**src/rtl/rob_sched_pkg.sv**
```systemverilog
// Shared types and constants for the ROB AR scheduler.
// ID_WIDTH/NUM_IDS describe the ROB ID space; SRC_WIDTH holds a requester index (up to 8).
package rob_sched_pkg;

  localparam int unsigned ID_WIDTH  = 4;
  localparam int unsigned NUM_IDS   = 16;
  localparam int unsigned SRC_WIDTH = 3;

  typedef enum logic [0:0] {
    StIdle,
    StIssue
  } sched_state_e;

  // One entry per outstanding read: which requester asked, and with which ID.
  typedef struct packed {
    logic [SRC_WIDTH-1:0] src;
    logic [ID_WIDTH-1:0]  id;
  } src_entry_t;

endpackage

```
**src/rtl/rob_src_fifo.sv**
```systemverilog
// Source-tracking FIFO: records {requester, id} for every accepted AR in issue order so
// the in-order R stream can be steered back to its requester.
// Ports: clk, rst (async, active-high); push_i/push_data_i write one entry; pop_i removes
// the head; head_o is the oldest entry; full_o/empty_o are occupancy flags.
module rob_src_fifo
  import rob_sched_pkg::*;
#(
  parameter int unsigned Depth = 16
) (
  input  logic       clk,
  input  logic       rst,
  input  logic       push_i,
  input  src_entry_t push_data_i,
  input  logic       pop_i,
  output src_entry_t head_o,
  output logic       full_o,
  output logic       empty_o
);

  localparam int unsigned PtrW = (Depth > 1) ? $clog2(Depth) : 1;
  localparam int unsigned CntW = $clog2(Depth + 1);
  localparam logic [PtrW-1:0] LastPtr  = PtrW'(Depth - 1);
  localparam logic [CntW-1:0] DepthCnt = CntW'(Depth);

  src_entry_t      mem_q [Depth];
  logic [PtrW-1:0] wr_ptr_q, rd_ptr_q;
  logic [CntW-1:0] count_q;
  logic            do_push, do_pop;

  // Explicit wrap so depths that are not a power of two still cycle correctly.
  function automatic logic [PtrW-1:0] ptr_inc(input logic [PtrW-1:0] p);
    return (p == LastPtr) ? '0 : p + PtrW'(1);
  endfunction

  assign full_o  = (count_q == DepthCnt);
  assign empty_o = (count_q == '0);
  assign do_push = push_i && !full_o;
  assign do_pop  = pop_i && !empty_o;
  assign head_o  = mem_q[rd_ptr_q];

  always_ff @(posedge clk or posedge rst) begin
    if (rst) begin
      wr_ptr_q <= '0;
      rd_ptr_q <= '0;
      count_q  <= '0;
    end else begin
      if (do_push) wr_ptr_q <= ptr_inc(wr_ptr_q);
      if (do_pop)  rd_ptr_q <= ptr_inc(rd_ptr_q);
      case ({do_push, do_pop})
        2'b10:   count_q <= count_q + CntW'(1);
        2'b01:   count_q <= count_q - CntW'(1);
        default: count_q <= count_q;
      endcase
    end
  end

  // Storage needs no reset; entries are only read when the count says they are valid.
  always_ff @(posedge clk) begin
    if (do_push) mem_q[wr_ptr_q] <= push_data_i;
  end

endmodule

```
**src/rtl/rob_ar_scheduler.sv**
```systemverilog
// Shares one reorder-buffer slave port between NUM_REQ requesters.
// AR side: round-robin arbitration, blocking IDs already outstanding and capping the
// number of outstanding reads; the granted AR is presented to the ROB from a register.
// R side: the in-order ROB R stream is steered to the requester at the source FIFO head.
// Ports: clk, rst (async, active-high); req_* requester AR/R channels (IDs packed 4 bits
// per requester); rob_* ROB slave AR/R channels; outstanding_o live count; err_o sticky
// protocol error (R with nothing outstanding, or R ID not matching the expected head).
module rob_ar_scheduler
  import rob_sched_pkg::*;
#(
  parameter int unsigned NUM_REQ         = 4,
  parameter int unsigned DATA_WIDTH      = 8,
  parameter int unsigned MAX_OUTSTANDING = 16
) (
  input  logic                  clk,
  input  logic                  rst,
  input  logic [NUM_REQ*4-1:0]  req_arid_i,
  input  logic [NUM_REQ-1:0]    req_arvalid_i,
  output logic [NUM_REQ-1:0]    req_arready_o,
  output logic [DATA_WIDTH-1:0] req_rdata_o,
  output logic [3:0]            req_rid_o,
  output logic [NUM_REQ-1:0]    req_rvalid_o,
  input  logic [NUM_REQ-1:0]    req_rready_i,
  output logic [3:0]            rob_arid_o,
  output logic                  rob_arvalid_o,
  input  logic                  rob_arready_i,
  input  logic [DATA_WIDTH-1:0] rob_rdata_i,
  input  logic [3:0]            rob_rid_i,
  input  logic                  rob_rvalid_i,
  output logic                  rob_rready_o,
  output logic [4:0]            outstanding_o,
  output logic                  err_o
);

  localparam logic [4:0] MaxOut = 5'(MAX_OUTSTANDING);

  sched_state_e         state_q;
  logic [SRC_WIDTH-1:0] rr_q;
  logic [ID_WIDTH-1:0]  ar_id_q;
  logic                 ar_valid_q;
  logic [NUM_IDS-1:0]   id_busy_q, id_busy_d;
  logic [4:0]           outstanding_q, outstanding_d;
  logic                 err_q, err_d;

  logic                 fifo_full, fifo_empty;
  src_entry_t           head, push_entry;

  logic [NUM_REQ-1:0]   eligible;
  logic [2*NUM_REQ-1:0] elig_dbl, elig_rot;
  logic                 found, grant, sel_rready, r_hs;
  logic [SRC_WIDTH-1:0] winner;
  logic [ID_WIDTH-1:0]  win_id;

  function automatic logic [SRC_WIDTH-1:0] wrap_add(input logic [SRC_WIDTH-1:0] base,
                                                    input int unsigned off);
    int unsigned sum;
    sum = 32'(base) + off;
    if (sum >= NUM_REQ) sum = sum - NUM_REQ;
    return SRC_WIDTH'(sum);
  endfunction

  always_comb begin
    eligible = '0;
    for (int k = 0; k < NUM_REQ; k++) begin
      eligible[k] = req_arvalid_i[k] && !id_busy_q[req_arid_i[ID_WIDTH*k +: ID_WIDTH]] &&
                    (outstanding_q < MaxOut) && !fifo_full;
    end
  end

  // Rotate so bit 0 is the rr pointer; the lowest set bit is the winner.
  assign elig_dbl = {eligible, eligible};
  assign elig_rot = elig_dbl >> rr_q;

  always_comb begin
    found  = 1'b0;
    winner = '0;
    for (int i = NUM_REQ - 1; i >= 0; i--) begin
      if (elig_rot[i]) begin
        found  = 1'b1;
        winner = wrap_add(rr_q, unsigned'(i));
      end
    end
  end

  assign grant = found && (state_q == StIdle);

  always_comb begin
    win_id        = '0;
    req_arready_o = '0;
    sel_rready    = 1'b0;
    req_rvalid_o  = '0;
    for (int k = 0; k < NUM_REQ; k++) begin
      if (winner == SRC_WIDTH'(k)) begin
        win_id           = req_arid_i[ID_WIDTH*k +: ID_WIDTH];
        req_arready_o[k] = grant && !rst;
      end
      if (head.src == SRC_WIDTH'(k)) begin
        sel_rready      = req_rready_i[k];
        req_rvalid_o[k] = rob_rvalid_i && !fifo_empty && !rst;
      end
    end
  end

  assign rob_rready_o  = sel_rready && !fifo_empty && !rst;
  assign r_hs          = rob_rvalid_i && rob_rready_o;
  assign req_rdata_o   = rob_rdata_i;
  assign req_rid_o     = rob_rid_i;
  assign rob_arvalid_o = ar_valid_q;
  assign rob_arid_o    = ar_id_q;
  assign outstanding_o = outstanding_q;
  assign err_o         = err_q;

  assign push_entry.src = winner;
  assign push_entry.id  = win_id;

  rob_src_fifo #(
    .Depth (MAX_OUTSTANDING)
  ) u_src_fifo (
    .clk         (clk),
    .rst         (rst),
    .push_i      (grant),
    .push_data_i (push_entry),
    .pop_i       (r_hs),
    .head_o      (head),
    .full_o      (fifo_full),
    .empty_o     (fifo_empty)
  );

  always_ff @(posedge clk or posedge rst) begin
    if (rst) begin
      state_q    <= StIdle;
      rr_q       <= '0;
      ar_id_q    <= '0;
      ar_valid_q <= 1'b0;
    end else begin
      case (state_q)
        StIdle: begin
          if (grant) begin
            ar_id_q    <= win_id;
            ar_valid_q <= 1'b1;
            rr_q       <= wrap_add(winner, 1);
            state_q    <= StIssue;
          end
        end
        StIssue: begin
          if (rob_arready_i) begin
            ar_valid_q <= 1'b0;
            state_q    <= StIdle;
          end
        end
        default: state_q <= StIdle;
      endcase
    end
  end

  // Clear before set: a grant and a release in the same cycle both take effect.
  always_comb begin
    id_busy_d = id_busy_q;
    if (r_hs)  id_busy_d[rob_rid_i] = 1'b0;
    if (grant) id_busy_d[win_id]    = 1'b1;
    case ({grant, r_hs})
      2'b10:   outstanding_d = outstanding_q + 5'd1;
      2'b01:   outstanding_d = outstanding_q - 5'd1;
      default: outstanding_d = outstanding_q;
    endcase
    err_d = err_q || (rob_rvalid_i && fifo_empty) || (r_hs && (rob_rid_i != head.id));
  end

  always_ff @(posedge clk or posedge rst) begin
    if (rst) begin
      id_busy_q     <= '0;
      outstanding_q <= '0;
      err_q         <= 1'b0;
    end else begin
      id_busy_q     <= id_busy_d;
      outstanding_q <= outstanding_d;
      err_q         <= err_d;
    end
  end

endmodule

```
**config.mk**
```make
export PLATFORM = sky130hd
export DESIGN_NAME = rob_ar_scheduler
export DESIGN_NICKNAME = d
export VERILOG_FILES = /design/src/rtl/rob_sched_pkg.sv /design/src/rtl/rob_src_fifo.sv /design/src/rtl/rob_ar_scheduler.sv
export SDC_FILE = /design/constraint.sdc
export NUM_CORES = 1
export LEC_CHECK = 0
export ABC_AREA = 1
export BUFFER_PORTS_ARGS = -buffer_cell sky130_fd_sc_hd__buf_2
export CORE_MARGIN = 2
export CORE_UTILIZATION = 40
export DETAILED_ROUTE_END_ITERATION = 10
export GPL_ROUTABILITY_DRIVEN = 0
export PLACE_DENSITY = 0.61
export SLEW_MARGIN = 20
export SYNTH_ARGS = -nofsm -noshare
export SYNTH_HDL_FRONTEND = slang
export SYNTH_SLANG_ARGS = --single-unit
```
**constraint.sdc**
```tcl
create_clock -name clk -period 4.55 [get_ports clk]
set_clock_uncertainty 0.05 [all_clocks]
set_input_delay 0.455 -clock clk [delete_from_list [all_inputs] [get_ports clk]]
set_output_delay 0.455 -clock clk [all_outputs]
set_load 0.05 [all_outputs]
```
==> impl_metrics.csv <==
group,metric,value,unit
grt,grt_max_degree,59,
grt,grt.total_usage,19.71,%
final_layout,final_cell_mix,"nand2_1 (206), nor2_1 (112), edfxtp_1 (112), inv_1 (89), nand3_1 (81)",
detailed_routing,drtIter0Drc,638,
floorplan,die_area,0.02207,mm2
final_layout,layout_commonest_cell,"nand2_1",
logic_synthesis,synthDistinctLibCells,39,
logic_synthesis,yosys_register_bits,156,
detailed_routing,viasPerCell,5.181,
floorplan,ios,72,
logic_synthesis,ys_seq_area_share,53.40,%
clocking,cts_root_buf,"clkbuf_16",
floorplan,fp.dieW,148.6,um
sta,setup-violations-final,0,
sta,hold_viol,0,
worst_setup_path,crit_type,"reg -> reg",
logic_synthesis,netlist_area,0.008361,mm2
clocking,clock-sinks,156,
clocking,cts_buffer_depth,2,
detailed_routing,dr.pass1.iters,5,
flow_run,cap_violations,0,
place,io_buffer_count,55,
place,dp_hpwl,15.19,mm
floorplan,fp.dieH,148.6,um
sta,fin_crit_sh,88.85,%
detailed_routing,drc_errors,0,
logic_synthesis,avgSynthCellArea,8.894,um2
sta,relSlewSlack,37.69,%
detailed_routing,num_vias,6673,
detailed_routing,drt_wl_total,21.07,mm
worst_hold_path,hp-class,"in -> reg",
outcome,status,"finished, final reports clean",
detailed_routing,routedWlPerCell,16.36,um
sta,slew_violations,0,
worst_setup_path,cp_max_fo,19,
detailed_routing,drtAntennaViolNets,0,
clocking,cts_tree,"built",
clocking,cts_made_buffers,17,
floorplan,initial_core_util,41.05,%
grt,grt_pass1_vias,6094,
worst_setup_path,arrival,4330,ps
logic_synthesis,yosys_warnings,0,
floorplan,placementRows,52,
clocking,cts_post_setup_buffers_inserted,0,
clocking,path_clk_slew,70,ps
sta,rsz0062_at_grt,"no",
grt,antenna_found_initial,0,
clocking,clk_latency,430,ps
grt,overflow,0,
worst_setup_path,start_kind,"flip-flop",
worst_setup_path,cp-end-kind,"flip-flop",
clocking,cts_resized,0,
floorplan,coreArea,0.02036,mm2
worst_setup_path,cp.required,4840,ps
sta,max_freq,0.2474,GHz
clocking,htreeDepth,4,
sta,max_slew.worst_pin.slew,927.5,ps
clocking,ctsHoldBuffers,0,
sta,setup_tns,0,ps
final_layout,areaGrowthSynthToFinish,13.96,%
final_layout,drive_above_1_share,13.56,%
logic_synthesis,synth_cells,940,
grt,grt_pass1_wl,33.18,mm
sta,min_period,4042,ps
final_layout,nNetsFinal,1066,
final_layout,diodes,0,
==> worst max-delay path: stages, from the launching register on <==
cell and delay, ps:
dfrtp_1 440, inv_1 80, nand4_1 110, nand2_1 110
nor2_1 170, nand3_1 180, nand2_1 140, nand2_1 80
nor2_1 90, nor2_1 80, o21ai_0 160, nand2_1 70
nand2_1 60, nand2_1 100, inv_1 120, ha_1 150
ha_1 300, a21oi_1 80, a22oi_1 360, inv_1 410
nor2_1 370, nand2_1 70, o21ai_0 190
==> cell families after synthesis <==
logic type | count (synthesis) | synth area share (%)
DFF | 156 | 53.40
buffers and inverters | 143 | 7.902
AOI/OAI and AO/OA | 151 | 10.36
adders and majority gates | 21 | 3.322
xor gates and xnor gates | 12 | 1.257
other | 2 | 0.08983
and+or+nand+nor | 455 | 23.68
==> Yosys cell counts (all sizes together) <==
master | instances | area share, %
o21a | 1 | 0.090
or2 | 2 | 0.15
ha | 19 | 2.8
a21oi | 13 | 0.78
xor2 | 8 | 0.84
buf | 34 | 3.0
xnor2 | 4 | 0.42
nand4 | 20 | 1.5
a211oi | 1 | 0.090
a31oi | 4 | 0.30
a21o | 1 | 0.090
fa | 2 | 0.48
nor2 | 113 | 5.2
clkbuf | 13 | 0.60
o22ai | 13 | 0.97
conb | 2 | 0.090
o221ai | 5 | 0.52
nand3 | 88 | 5.8
o21ai | 90 | 5.4
inv | 96 | 4.3
nand2 | 209 | 9.5
nor3 | 23 | 1.6
a22oi | 2 | 0.18
o211ai | 17 | 1.5
dfrtp | 44 | 13
edfxtp | 112 | 40
a22o | 4 | 0.42
==> per-stage QoR <==
stage | cells | instance area (um2) | setup WS [ps] | util, % | hold WS (ps)
floorplan | 955 | 8417 | 937.9 | - | 403.0
global placement | 1256 | 8930 | 447.4 | 43.85 | 415.5
detailed placement | 1256 | 8940 | 461.0 | 43.90 | 418.2
CTS | 1288 | 9513 | 586.7 | 46.71 | 149.7
global route | 1288 | 9528 | 147.8 | 46.79 | 185.3
finish | 1288 | 9528 | 507.5 | 46.79 | 163.5
==> final timing paths <==
path	start	end	slack (ps)	cells past startpoint
max	u_src_fifo.count_q[0]	id_busy_q[7]	510	22
max reg2reg	u_src_fifo.count_q[0]	id_busy_q[7]	510	22
min reg2reg	rob_arid_o[3]	rob_arid_o[3]	430	2
min in group asynchronous	rst	id_busy_q[0]	270	3
min	rob_arready_i	state_q	160	2
max in group asynchronous	rst	u_src_fifo.rd_ptr_q[0]	3770	3
==> registers in the layout, summed over array words and instances, names as in the netlist <==
signal and count:
err_o 1, u_src_fifo.rd_ptr_q 4, rob_arid_o 4, rob_arvalid_o 1
u_src_fifo.count_q 5, id_busy_q 16, u_src_fifo.mem_q 112, u_src_fifo.wr_ptr_q 4
rr_q 3, state_q 1, outstanding_o 5
==> cell type report <==
| class | instances | area, um2 |
|---|---|---|
| sequential | 156 | 4464 |
| clock buffer | 19 | 442.9 |
| tap | 270 | 337.8 |
| fill | 1976 | 10840 |
| inverter | 96 | 362.8 |
| clock inverter | 13 | 130.1 |
| multi-input combinational | 656 | 3317 |
| timing repair buffer | 78 | 473.0 |
==> layer usage <==
metal / up-vias / GRT usage (%) / share of wire [%]
met3: 25 / 3.804 / 5.7
met1: 3154 / 28.61 / 48
met2: 183 / 29.98 / 45
met4: 0 / 6.143 / 1.5
li1: 3311 / - / -
met5: - / 0 / 0
Power is left out: the tool's default activity adds up to more than one toggle a clock period on the data nets, which glitch-free logic cannot reach.
